## src/rtl/syn_current_gen.sv

```systemverilog
// Spike-driven synaptic current generator: threshold-crossing spike detect,
// weighted integration with saturation, and prescaled exponential decay.
module syn_current_gen #(
    parameter logic signed [7:0] SPIKE_TH    = 8'sd50,
    parameter int unsigned       DECAY_SHIFT = 3,
    parameter int unsigned       DECAY_DIV   = 4,
    parameter logic signed [7:0] W_RESET     = 8'sd16
) (
    input  logic              clk,
    input  logic              reset,
    input  logic signed [7:0] v_pre,
    input  logic signed [7:0] w_data,
    input  logic              w_valid,
    output logic              w_ready,
    output logic signed [7:0] I_syn,
    output logic              spike_out,
    output logic        [7:0] spike_count
);

    localparam logic [7:0] PRESC_MAX = 8'(DECAY_DIV - 1);

    logic signed [7:0] i_syn_q, i_syn_d;
    logic signed [7:0] weight_q, weight_d;
    logic              above_q;
    logic        [7:0] presc_q, presc_d;
    logic              spike_out_q;
    logic        [7:0] count_q, count_d;

    logic              above;
    logic              spike_det;
    logic              tick;
    logic signed [7:0] step;
    logic signed [7:0] dec;
    logic signed [8:0] sum;

    always_comb begin
        above     = (v_pre >= SPIKE_TH);
        spike_det = above & ~above_q;
        tick      = (presc_q == PRESC_MAX);
        presc_d   = tick ? '0 : presc_q + 8'd1;

        // Forcing a minimum step of 1 lets small positive currents reach zero;
        // arithmetic shift already bottoms out at -1 for negative values.
        step = i_syn_q >>> DECAY_SHIFT;
        if (step == '0 && !i_syn_q[7] && i_syn_q != '0) begin
            step = 8'sd1;
        end
        dec = tick ? i_syn_q - step : i_syn_q;

        sum = {dec[7], dec} + (spike_det ? {weight_q[7], weight_q} : 9'sd0);
        if (sum > 9'sd127) begin
            i_syn_d = 8'sd127;
        end else if (sum < -9'sd128) begin
            i_syn_d = -8'sd128;
        end else begin
            i_syn_d = sum[7:0];
        end

        w_ready  = ~spike_det;
        weight_d = (w_valid && w_ready) ? w_data : weight_q;
        count_d  = count_q + {7'd0, spike_det};
    end

    always_ff @(posedge clk) begin
        if (reset) begin
            i_syn_q     <= '0;
            weight_q    <= W_RESET;
            above_q     <= 1'b0;
            presc_q     <= '0;
            spike_out_q <= 1'b0;
            count_q     <= '0;
        end else begin
            i_syn_q     <= i_syn_d;
            weight_q    <= weight_d;
            above_q     <= above;
            presc_q     <= presc_d;
            spike_out_q <= spike_det;
            count_q     <= count_d;
        end
    end

    assign I_syn       = i_syn_q;
    assign spike_out   = spike_out_q;
    assign spike_count = count_q;

endmodule

```

## config.mk

```make
export PLATFORM = sky130hd
export DESIGN_NAME = syn_current_gen
export DESIGN_NICKNAME = d
export VERILOG_FILES = /design/src/rtl/syn_current_gen.sv
export SDC_FILE = /design/constraint.sdc
export NUM_CORES = 1
export LEC_CHECK = 0
export ABC_AREA = 0
export ABC_CLOCK_PERIOD_IN_PS = 3200
export CORE_MARGIN = 1
export CORE_UTILIZATION = 45
export CTS_BUF_LIST = sky130_fd_sc_hd__clkbuf_8
export CTS_CLUSTER_SIZE = 8
export DETAILED_ROUTE_END_ITERATION = 12
export PLACE_DENSITY_LB_ADDON = 0.25
export SYNTH_ARGS = -nofsm -noshare
export SYNTH_HDL_FRONTEND = slang
export SYNTH_SLANG_ARGS = --single-unit
export TNS_END_PERCENT = 20
```

## constraint.sdc

```tcl
create_clock -name clk -period 3.2 [get_ports clk]
set_clock_uncertainty 0.15 [all_clocks]
set_input_delay 0.64 -clock clk [delete_from_list [all_inputs] [get_ports clk]]
set_output_delay 0.64 -clock clk [all_outputs]
set_load 0.05 [all_outputs]
```

==> impl_results.md <==
* Max Fanout on Critical Path at 7
* Mapped cell area at 2039 sq um
* Failing checks: setup timing
* Hold Fails Final Rpt at 0
* Hold Path Class: register to register
* Worst r2r src: I_syn[7]$_SDFF_PP0_
* Min-delay src: presc_q[0]$_SDFF_PP0_
* CP Capture Type: register
* Initial antenna violation count at 0
* WL final at around 4.3 mm
* Netlist cell types at 39
* Pwr dens at 776.1 nW/um^2
* Yosys warns at 0
* Initial DRC Count at 16
* P&R area growth vs syn at 40.43%
* Residual overflow from global routing at 0
* Hold_ws at just under 0.3 ns
* Routed vias at around 1.9k
* Dpl ws at -0.5072 ns
* Share of the synthesized area in the top cell type at 0.3337
* Final setup violating endpoints at 8
* Leakage at about 1.2 nW
* Mapped Nets at between 200 and 300
* Worst VDD drop at between 0.0003 and 0.0004 V
* Crit path launch type: register
* Yosys top cell by area: dfxtp_1
* Vias in the first global route at 1777
* Setup ws final at -0.4080 ns
* Register area share after synthesis at 0.3337
* # H-tree levels at 2
* Non-Filler Instances at 360
* Wire length per cell at about 12 um
* Final slew viol count at 0
* Remaining antenna violation count at 0
* Die area at slightly below 5000 sq um
* Status: finished, violations left
* Layout cells sized above 1 at 0.2175
* Fin crit period at 3.608 ns
* Worst Reg-to-Reg Cells at 17
* Total track usage at 0.1909
* Die height at 69.32 um
* First-pass detailed-route iteration total at 4
* Hold Path Stages at 1
* Clock slew at reported path FFs at roughly 0.070 ns
* N_diodes at 0
* Req. time, crit path at about 3.2 ns
* Row count at 24
* Worst Tran Pin Value at around 0.55 ns
* Post-synth EDFFs at 0
* Via-per-instance ratio at roughly 5.2
* Async SR Flop Fraction at 0
* Final period util at 1.127
* Clock Sinks at 34
* Top Ports at 37
* Power Total at about 2.2 mW
* Pin count of the biggest net entering global routing at 27
* FF-to-FF setup slack at -0.41 ns
* Final nets at ~350
* Max Clock Freq at about 280 MHz
* Crit Path Class: register to register
* Initial Utilization at 0.4684
* Top cells by area, synth: dfxtp_1, ha_1, nor2_1
* Mean post-synth cell area at just under 9 sq um
* Rel. slew slack at 0.6329
* Die span in x at 69.32 um
* Unrepaired setup endpoints after global routing: yes
* FF+latch count, synth at 34
* Postcts setup bufs at 0
* Clock Path Buffers at 2
* # Max-Cap Violations at 0
* Worst reg2reg path endpoint: I_syn[1]$_SDFF_PP0_
* Top_reg_cell synth: dfxtp_1
* Drc violations at 0
* CTS tree: done
* Worst hold endpoint: presc_q[0]$_SDFF_PP0_
* Global-route wire length before repair at about 7.4 mm
* DP Cell Count at 352
* Worst EP arrival at 3.64 ns
* Gpl congestion at between 0.8 and 0.9
* Post-Syn Instances at 235
* Clk root buf: clkbuf_8
* I/O Buffers at 35
* Dpl hpwl at 3.409 mm
* Worst-Skew Late Latency at between 0.2 and 0.3 ns
* Core Box Area at 4354 sq um
* CTS Buf Count at 5
-- metrics by stage --
| step | setup TNS, ns | utilization | instance area, sq um |
|---|---|---|---|
| final | -2.789 | 0.6578 | 2864 |
| after global placement | -3.240 | 0.6319 | 2751 |
| after global routing | -4.260 | 0.6578 | 2864 |
| after floorplan | -1.811 | - | 2082 |
| after CTS | -3.034 | 0.6526 | 2841 |
| after detailed placement | -3.742 | 0.6319 | 2751 |
-- how the worst max path moves through the flow --
stage	startpoint	endpoint	slack (ns)	cells after the start
5_1_grt	I_syn[7]$_SDFF_PP0_	I_syn[5]$_SDFF_PP0_	-0.60	17
3_3_place_gp	v_pre[2]	I_syn[4]$_SDFF_PP0_	-0.43	13
2_1_floorplan	I_syn[6]$_SDFF_PP0_	I_syn[6]$_SDFF_PP0_	-0.26	18
4_1_cts	I_syn[7]$_SDFF_PP0_	I_syn[2]$_SDFF_PP0_	-0.45	17
6_report	I_syn[7]$_SDFF_PP0_	I_syn[1]$_SDFF_PP0_	-0.41	17
3_5_place_dp	v_pre[2]	I_syn[2]$_SDFF_PP0_	-0.51	13
-- flip-flops by register name, summed over array words and instances (netlist names) --
register     cells
spike_count      8
I_syn            8
above_q          1
weight_q         8
spike_out        1
presc_q          8
-- cells in the mapped netlist, types with 2 or more instances --
library cell,n
nor3b_1,2
nand2_1,15
ha_1,19
nand2b_1,3
and3_1,5
o21bai_1,2
a211oi_1,3
fa_1,2
o21ai_1,4
xor2_1,9
nand3_1,8
a21oi_1,11
and2_1,7
clkbuf_1,5
nor2_1,29
o21ai_0,2
dfxtp_1,34
o211ai_1,4
inv_1,14
o31ai_1,7
a21o_1,3
mux2i_1,9
nor2b_1,3
o21a_1,3
nor3_1,9
xnor2_1,10
-- worst max-delay path: stages, from the launching register on --
cell and delay [ns]:
dfxtp_4 0.36, inv_4 0.04, ha_4 0.14, nand3_2 0.05, a41o_1 0.18, ha_2 0.18
inv_2 0.04, fa_2 0.34, a21o_1 0.18, a21oi_2 0.15, xnor2_1 0.14, o21ai_1 0.10
ha_1 0.36, a21oi_1 0.20, o211ai_1 0.13, a221oi_2 0.34, o211ai_1 0.28, o31ai_1 0.14
-- kinds of logic after synthesis --
family                   after synthesis  synth area share
AND/OR/NAND/NOR                       85            0.2012
multiplexers                           9           0.04417
flip-flops                            34            0.3337
AO/OA/AOI/OAI                         48            0.1681
buffers and inverters                 19           0.03497
adder cells (fa/ha/maj)               21            0.1362
XOR/XNOR                              19           0.08160
-- layout make-up --
| class | instances | area, sq um |
|---|---|---|
| clock buffers | 5 | 68.82 |
| clock inverters | 3 | 13.76 |
| flip-flops and latches | 34 | 694.4 |
| well taps | 52 | 65.06 |
| inverters | 14 | 55.05 |
| fillers | 365 | 1490 |
| multi-input cells | 182 | 1344 |
| repair buffers | 70 | 623.1 |
-- routing by layer --
layer	global-route usage	vias up	routed length (um)
met4	0.08163	0	76
li1	-	970	-
met5	0	-	0
met3	0.03634	5	139
met2	0.3323	35	2085
met1	0.2281	848	2038
-- repair_timing --
action,in CTS,in global routing
pin swaps,2,1
hold buffers,0,0
gates resized for setup,2,6
endpoints found under the setup margin,8,8
-- power by group --
group          leakage [nW]  internal [mW]  switching [mW]
clock                0.0491          0.147           0.151
sequential            0.281          0.483          0.0291
combinational         0.908          0.675           0.737
total                  1.24           1.31           0.917
-- cells in the final DEF (no fill, tap or decap), drive strengths merged, types with 2 or more instances in the layout --
| cell | n |
|---|---|
| nor3 | 10 |
| mux2i | 9 |
| o21bai | 2 |
| a21o | 3 |
| clkbuf | 5 |
| buf | 36 |
| o21ai | 7 |
| o21a | 3 |
| nand3 | 8 |
| and2 | 7 |
| and3 | 5 |
| a211oi | 4 |
| ha | 19 |
| nor2 | 29 |
| nor2b | 3 |
| a21oi | 12 |
| xor2 | 9 |
| nand2 | 15 |
| nand2b | 3 |
| clkdlybuf4s50 | 34 |
| clkinv | 2 |
| o211ai | 4 |
| inv | 15 |
| nor3b | 2 |
| o31ai | 7 |
| fa | 2 |
| dfxtp | 34 |
| xnor2 | 10 |
(Power assumes the default switching activity.)
==> RTL change 1, RTL diff (config.mk and constraints unchanged) <==
Register the output `spike_count` once more, cleared by the reset; this adds one clock of latency there. The other outputs are not delayed to match.
--- a/src/rtl/syn_current_gen.sv
+++ b/src/rtl/syn_current_gen.sv
@@ -82,5 +82,11 @@
     assign I_syn       = i_syn_q;
     assign spike_out   = spike_out_q;
-    assign spike_count = count_q;
+    always_ff @(posedge clk) begin
+        if (reset) begin
+            spike_count <= '0;
+        end else begin
+            spike_count <= count_q;
+        end
+    end
 
 endmodule
Behaviour: not the same (a bounded check fails within 4 cycles, from zero or initial values and one cycle with reset high).
==> RTL change 1 against the original RTL <==
The run still ends with setup timing left; largest cell class unchanged; sequential cell count increased by 8; via count increased by 4.8%; core utilization decreased by 0.36 points; area after synthesis increased by 11%; setup slack got worse by 0.074 ns; sequential share of layout area increased by 3.1 points; critical path depth unchanged; critical endpoint is now I_syn[2]; cell area increased by 9.3%; total power increased by 6.1%; synthesized cell count increased by 7.2%; critical path type unchanged; routed wire length increased by 1.6%.
==> RTL change 1: results (changes against the original RTL) <==
antenna_found_initial: 0  # unchanged
layout-drive-gt1-share_pct: 20.9  # -0.89 points
h-tree-depth: 2  # unchanged
ir_drop_uv: 413  # +17%
min_delay_path_depth: 1  # unchanged
nets: 365  # +5.2%
worst_hold_startpoint: "count_q[0]"
r2r-start: "I_syn[6]"
r2r_cells: 17  # unchanged
insertion_delay_ns: 0.29  # about the same
slowest_delay_ns: 0.39  # +0.03 ns
hold_slack_ns: 0.327  # +0.0335 ns
p_leak_uw: 0.00134  # +8.6%
status: "finished with violations"
cp_max_fo: 7  # unchanged
cts_max_path_buffers: 2  # unchanged
grt_max_degree: 34  # +26%
cts_made_buffers: 5  # unchanged
grt_usage_pct: 19.0  # -0.046 points
grt_pass1_vias: 1848  # +4.0%
synthesis.nets: 292  # +6.2%
yosysWarnings: 0  # unchanged
violations: "setup timing"
reg2reg_to: "I_syn[2]"
ys_seq_area_share_pct: 37.2  # +3.8 points
via_per_inst: 4.96  # -4.0%
grt_pass1_wl_um: 7760  # +4.9%
hold_path_end: "spike_count[0]"
clockRootBuffer: "clkbuf_8"
drt-total-wl_um: 4410  # +1.6%
post_cts_buffers: 0  # unchanged
synth_common_cells: "dfxtp_1, nor2_1, ha_1"
first_pass_iters: 4  # unchanged
antenna_cells: 0  # unchanged
synth.distinct_cells: 41  # +5.1%
n_fill_cell: 406  # +11%
setup-violations-final: 8  # unchanged
first_iter_violations: 59  # +43
finalWorstSetupSlack_ns: -0.482  # -0.0740 ns
power.density_mw_per_mm2: 754  # -2.9%
path_clk_slew_ns: 0.08
cp_top_family: "compound AO/OA/AOI/OAI gates"
holdCritPathClass: "reg2reg"
crit_arrival_ns: 3.73  # +0.09 ns
async_flop_share_pct: 0  # unchanged
finalHoldViolCount: 0  # unchanged
port-buffer-count: 35  # unchanged
place_congestion: 0.842  # -0.63%
detailed_place_hpwl_um: 3470  # +1.9%
crit_slowest_cell: "ha_1"
synthTopCellsByArea: "dfxtp_1, ha_1, nor2_1"
power_switching_uw: 932  # +1.6%
slew_headroom_pct: 63.2  # -0.073 points
[RTL change 1: cell count changes after synthesis]
cell,before,now
o41ai_1,1,0
nand4_1,0,1
o21ai_1,4,5
and4_1,0,1
and2_1,7,8
dfxtp_1,34,42
nor2_1,29,27
nand3_1,8,7
or3_1,0,1
nor2b_1,3,11
[RTL change 1: power by group through the flow]
stage,registers [µW],logic (µW),clock network [µW]
5_1_grt,621,1560,372
6_report,614,1410,331
2_1_floorplan,773,771,0
3_3_place_gp,623,1350,0
4_1_cts,613,1380,344
3_5_place_dp,625,1370,0
[RTL change 1: worst max-delay path by stage]
stage                     depth (start not counted)  slack (ns)      from        to
after floorplan                                  18       -0.26  I_syn[6]  I_syn[6]
after global routing                             17       -0.68  I_syn[6]  I_syn[6]
after CTS                                        17       -0.51  I_syn[6]  I_syn[2]
final                                            17       -0.48  I_syn[6]  I_syn[2]
after global placement                           13       -0.46  v_pre[2]  I_syn[4]
after detailed placement                         13       -0.53  v_pre[2]  I_syn[2]
[RTL change 1: metrics by stage]
step           area (µm²)  cells  setup TNS, ns  setup WS (ns)
6_report             3130    393          -3.27         -0.482
5_1_grt              3130    393          -4.83         -0.679
4_1_cts              3100    393          -3.51         -0.514
3_5_place_dp         3010    385          -3.88         -0.528
3_3_place_gp         3010    385          -3.52         -0.464
2_1_floorplan        2300    252          -1.81         -0.261
[RTL change 1: per-layer routing]
metal | GRT usage, % | routed length (µm) | vias to the layer above
li1 | - | - | 1026
met1 | 22.9 | 2130 | 877
met2 | 33.0 | 2050 | 40
met3 | 4.42 | 171 | 5
met4 | 7.19 | 63 | 0
met5 | 0 | 0 | -
[RTL change 1: timing repair]
action / 4_1_cts / 5_1_grt
pin swaps: 2 / 2
resized for setup: 1 / 7
endpoints found under the setup margin: 8 / 8
[RTL change 1: layout make-up]
cell class,instances,share of cell area [%]
clock buffers,5,2.20
repair buffers,71,20.5
flip-flops and latches,42,27.3
well taps,67,2.68
multi-input cells,191,44.8
inverters,14,1.84
clock inverters,3,0.639
[RTL change 1: cell families (layout without fill, tap and decap cells)]
kind of cell | Yosys count | count (layout) | share of synthesized area [%]
and+or+nand+nor | 94 | 94 | 21.0
xor gates and xnor gates | 19 | 19 | 7.36
DFF | 42 | 42 | 37.2
adders and majority gates | 21 | 21 | 12.3
muxes | 9 | 9 | 3.98
AOI/OAI and AO/OA | 48 | 48 | 15.0
buffers and inverters | 19 | 93 | 3.15
==> RTL change 2, RTL diff (same flow settings) <==
Without the edit above. The parameter `SPIKE_TH` goes from 8'sd50 to 8'sd25.
--- a/src/rtl/syn_current_gen.sv
+++ b/src/rtl/syn_current_gen.sv
@@ -2,5 +2,5 @@
 // weighted integration with saturation, and prescaled exponential decay.
 module syn_current_gen #(
-    parameter logic signed [7:0] SPIKE_TH    = 8'sd50,
+    parameter logic signed [7:0] SPIKE_TH    = 8'sd25,
     parameter int unsigned       DECAY_SHIFT = 3,
     parameter int unsigned       DECAY_DIV   = 4,
Function: changed (Yosys sat finds a counterexample within 4 cycles, from zero or initial values and one cycle with reset high).
==> RTL change 2 against the original RTL <==
The flow still finishes with violations (setup timing); routed wire length down 1.4%; area after synthesis up 0.92%; cell area up 0.79%; total power down 3.1%; count of clock-buffer cells in the layout up 1; first-iteration DRC count up 88%; setup slack worse by 0.10 ns; sequential cell count unchanged; non-clock buffer count up 3; highest routed layer unchanged.
==> RTL change 2: results (changes against the original RTL) <==
status: "finished with violations"
violations: "setup timing"
preCtsSetupSlack_ns: -0.573  # -0.0662 ns
wl_per_cell_um: 11.8  # -1.9%
path_clk_slew_ns: 0.06
holdCritPathClass: "reg2reg"
worst_pin_slew_ns: 0.512  # -0.0384 ns
finalNonFillerCells: 362  # +0.56%
grt_pass1_wl_um: 7270  # -1.8%
first_iter_violations: 30  # +14
first_pass_iters: 4  # unchanged
port-buffer-count: 36  # +2.9%
place_congestion: 0.843  # -0.40%
finalWorstSetupSlack_ns: -0.509  # -0.101 ns
grt_pass1_vias: 1740  # -2.1%
crit_arrival_ns: 3.74  # +0.10 ns
n_fill_cell: 363  # -0.55%
via_per_inst: 5.13  # -0.55%
setup-violations-final: 8  # unchanged
synth_common_cells: "dfxtp_1, nor2_1, ha_1"
cts_max_path_buffers: 2  # unchanged
worst_hold_startpoint: "above_q"
antenna_found_initial: 0  # unchanged
synth_ff_type: "dfxtp_1"
synthTopCellsByArea: "dfxtp_1, ha_1, nor2_1"
h-tree-depth: 2  # unchanged
p_leak_uw: 0.00126  # +1.9%
yosysWarnings: 0  # unchanged
synthesis.nets: 276  # +0.36%
grt_max_degree: 27  # unchanged
detailed_place_hpwl_um: 3370  # -1.2%
ir_drop_uv: 358  # +1.2%
ys_seq_area_share_pct: 33.1  # -0.30 points
layout-drive-gt1-share_pct: 20.6  # -1.1 points
async_flop_share_pct: 0  # unchanged
clockRootBuffer: "clkbuf_8"
critical_path.startpoint: "I_syn[6]"
grt_usage_pct: 18.4  # -0.73 points
post_cts_buffers: 0  # unchanged
cts_made_buffers: 5  # unchanged
synth.distinct_cells: 39  # unchanged
dp_cells: 354  # +0.57%
cp_max_fo: 7  # unchanged
netlist_instances: 236  # +0.43%
insertion_delay_ns: 0.28
antenna_cells: 0  # unchanged
==> RTL change 2: changes by cell type after synthesis, sizes merged, moves of 2 or more <==
cell    delta
a211oi     +2
a21oi      -2
nand2      -2
nor3       -2
nand2b     +2
==> RTL change 2: worst paths after layout <==
| path | end | slack [ns] | cells after the start |
|---|---|---|---|
| setup reg to reg | I_syn[4] | -0.51 | 18 |
| hold / removal | spike_out | 0.29 | 1 |
| setup / recovery | I_syn[4] | -0.51 | 18 |
| hold reg to reg | spike_out | 0.29 | 1 |
==> RTL change 2: cells by family after synthesis <==
logic type      share of synthesized area [%]
compound gates                           16.4
simple gates                             20.4
mux                                      4.86
xor+xnor                                 8.09
buf+inv                                  3.71
flops                                    33.1
fa+ha+maj                                13.5
==> RTL change 2: area by class of cell <==
type                            instances  area [µm²]  share of cell area, %
Tap cell                               52        65.1                   2.25
Clock inverter                          2        8.76                  0.303
Clock buffer                            6        82.6                   2.86
Sequential cell                        34         694                   24.1
Timing Repair Buffer                   73         636                   22.0
Inverter                               13        48.8                   1.69
Multi-Input combinational cell        182        1350                   46.8
==> RTL change 2: stage by stage <==
stage,TNS (ns),instance area [µm²],utilization (%),power [µW]
floorplan,-1.85,2100,-,1390
global placement,-3.44,2770,63.2,1790
detailed placement,-4.15,2770,63.2,1810
CTS,-3.46,2870,65.5,2140
global route,-5.14,2890,65.8,2330
finish,-3.43,2890,65.8,2150
==> RTL change 2: routing by layer <==
metal | up-vias | track usage, % | share of wire, %
met3 | 7 | 4.07 | 5.3
met5 | - | 0 | 0
met4 | 0 | 6.00 | 1.4
met2 | 50 | 31.2 | 47
li1 | 973 | - | -
met1 | 828 | 23.1 | 46
==> RTL change 2: worst max-delay path: stages, from the launching register on <==
cell	delay (ns)
dfxtp_4	0.34
inv_1	0.04
ha_1	0.19
nand3_1	0.07
a41o_1	0.18
ha_1	0.15
inv_1	0.05
fa_2	0.35
a21o_1	0.18
a21oi_2	0.16
o21bai_1	0.10
mux2i_1	0.16
nand2_1	0.11
ha_4	0.24
a21oi_4	0.17
o211ai_1	0.15
a221oi_2	0.39
o211ai_1	0.29
o31ai_1	0.14
==> RTL change 2: report_power, final <==
| group | total (µW) | switching, µW | internal (µW) |
|---|---|---|---|
| combinational | 1330 | 693 | 639 |
| clock | 316 | 146 | 170 |
| sequential | 506 | 23.7 | 482 |
| total | 2150 | 862 | 1290 |
==> RTL change 2: what timing repair did <==
action | CTS | global route
gates resized for setup | 3 | 3
setup endpoints to repair | 8 | 8
pin swaps | 3 | 4
endpoints found under the hold margin | 0 | 0
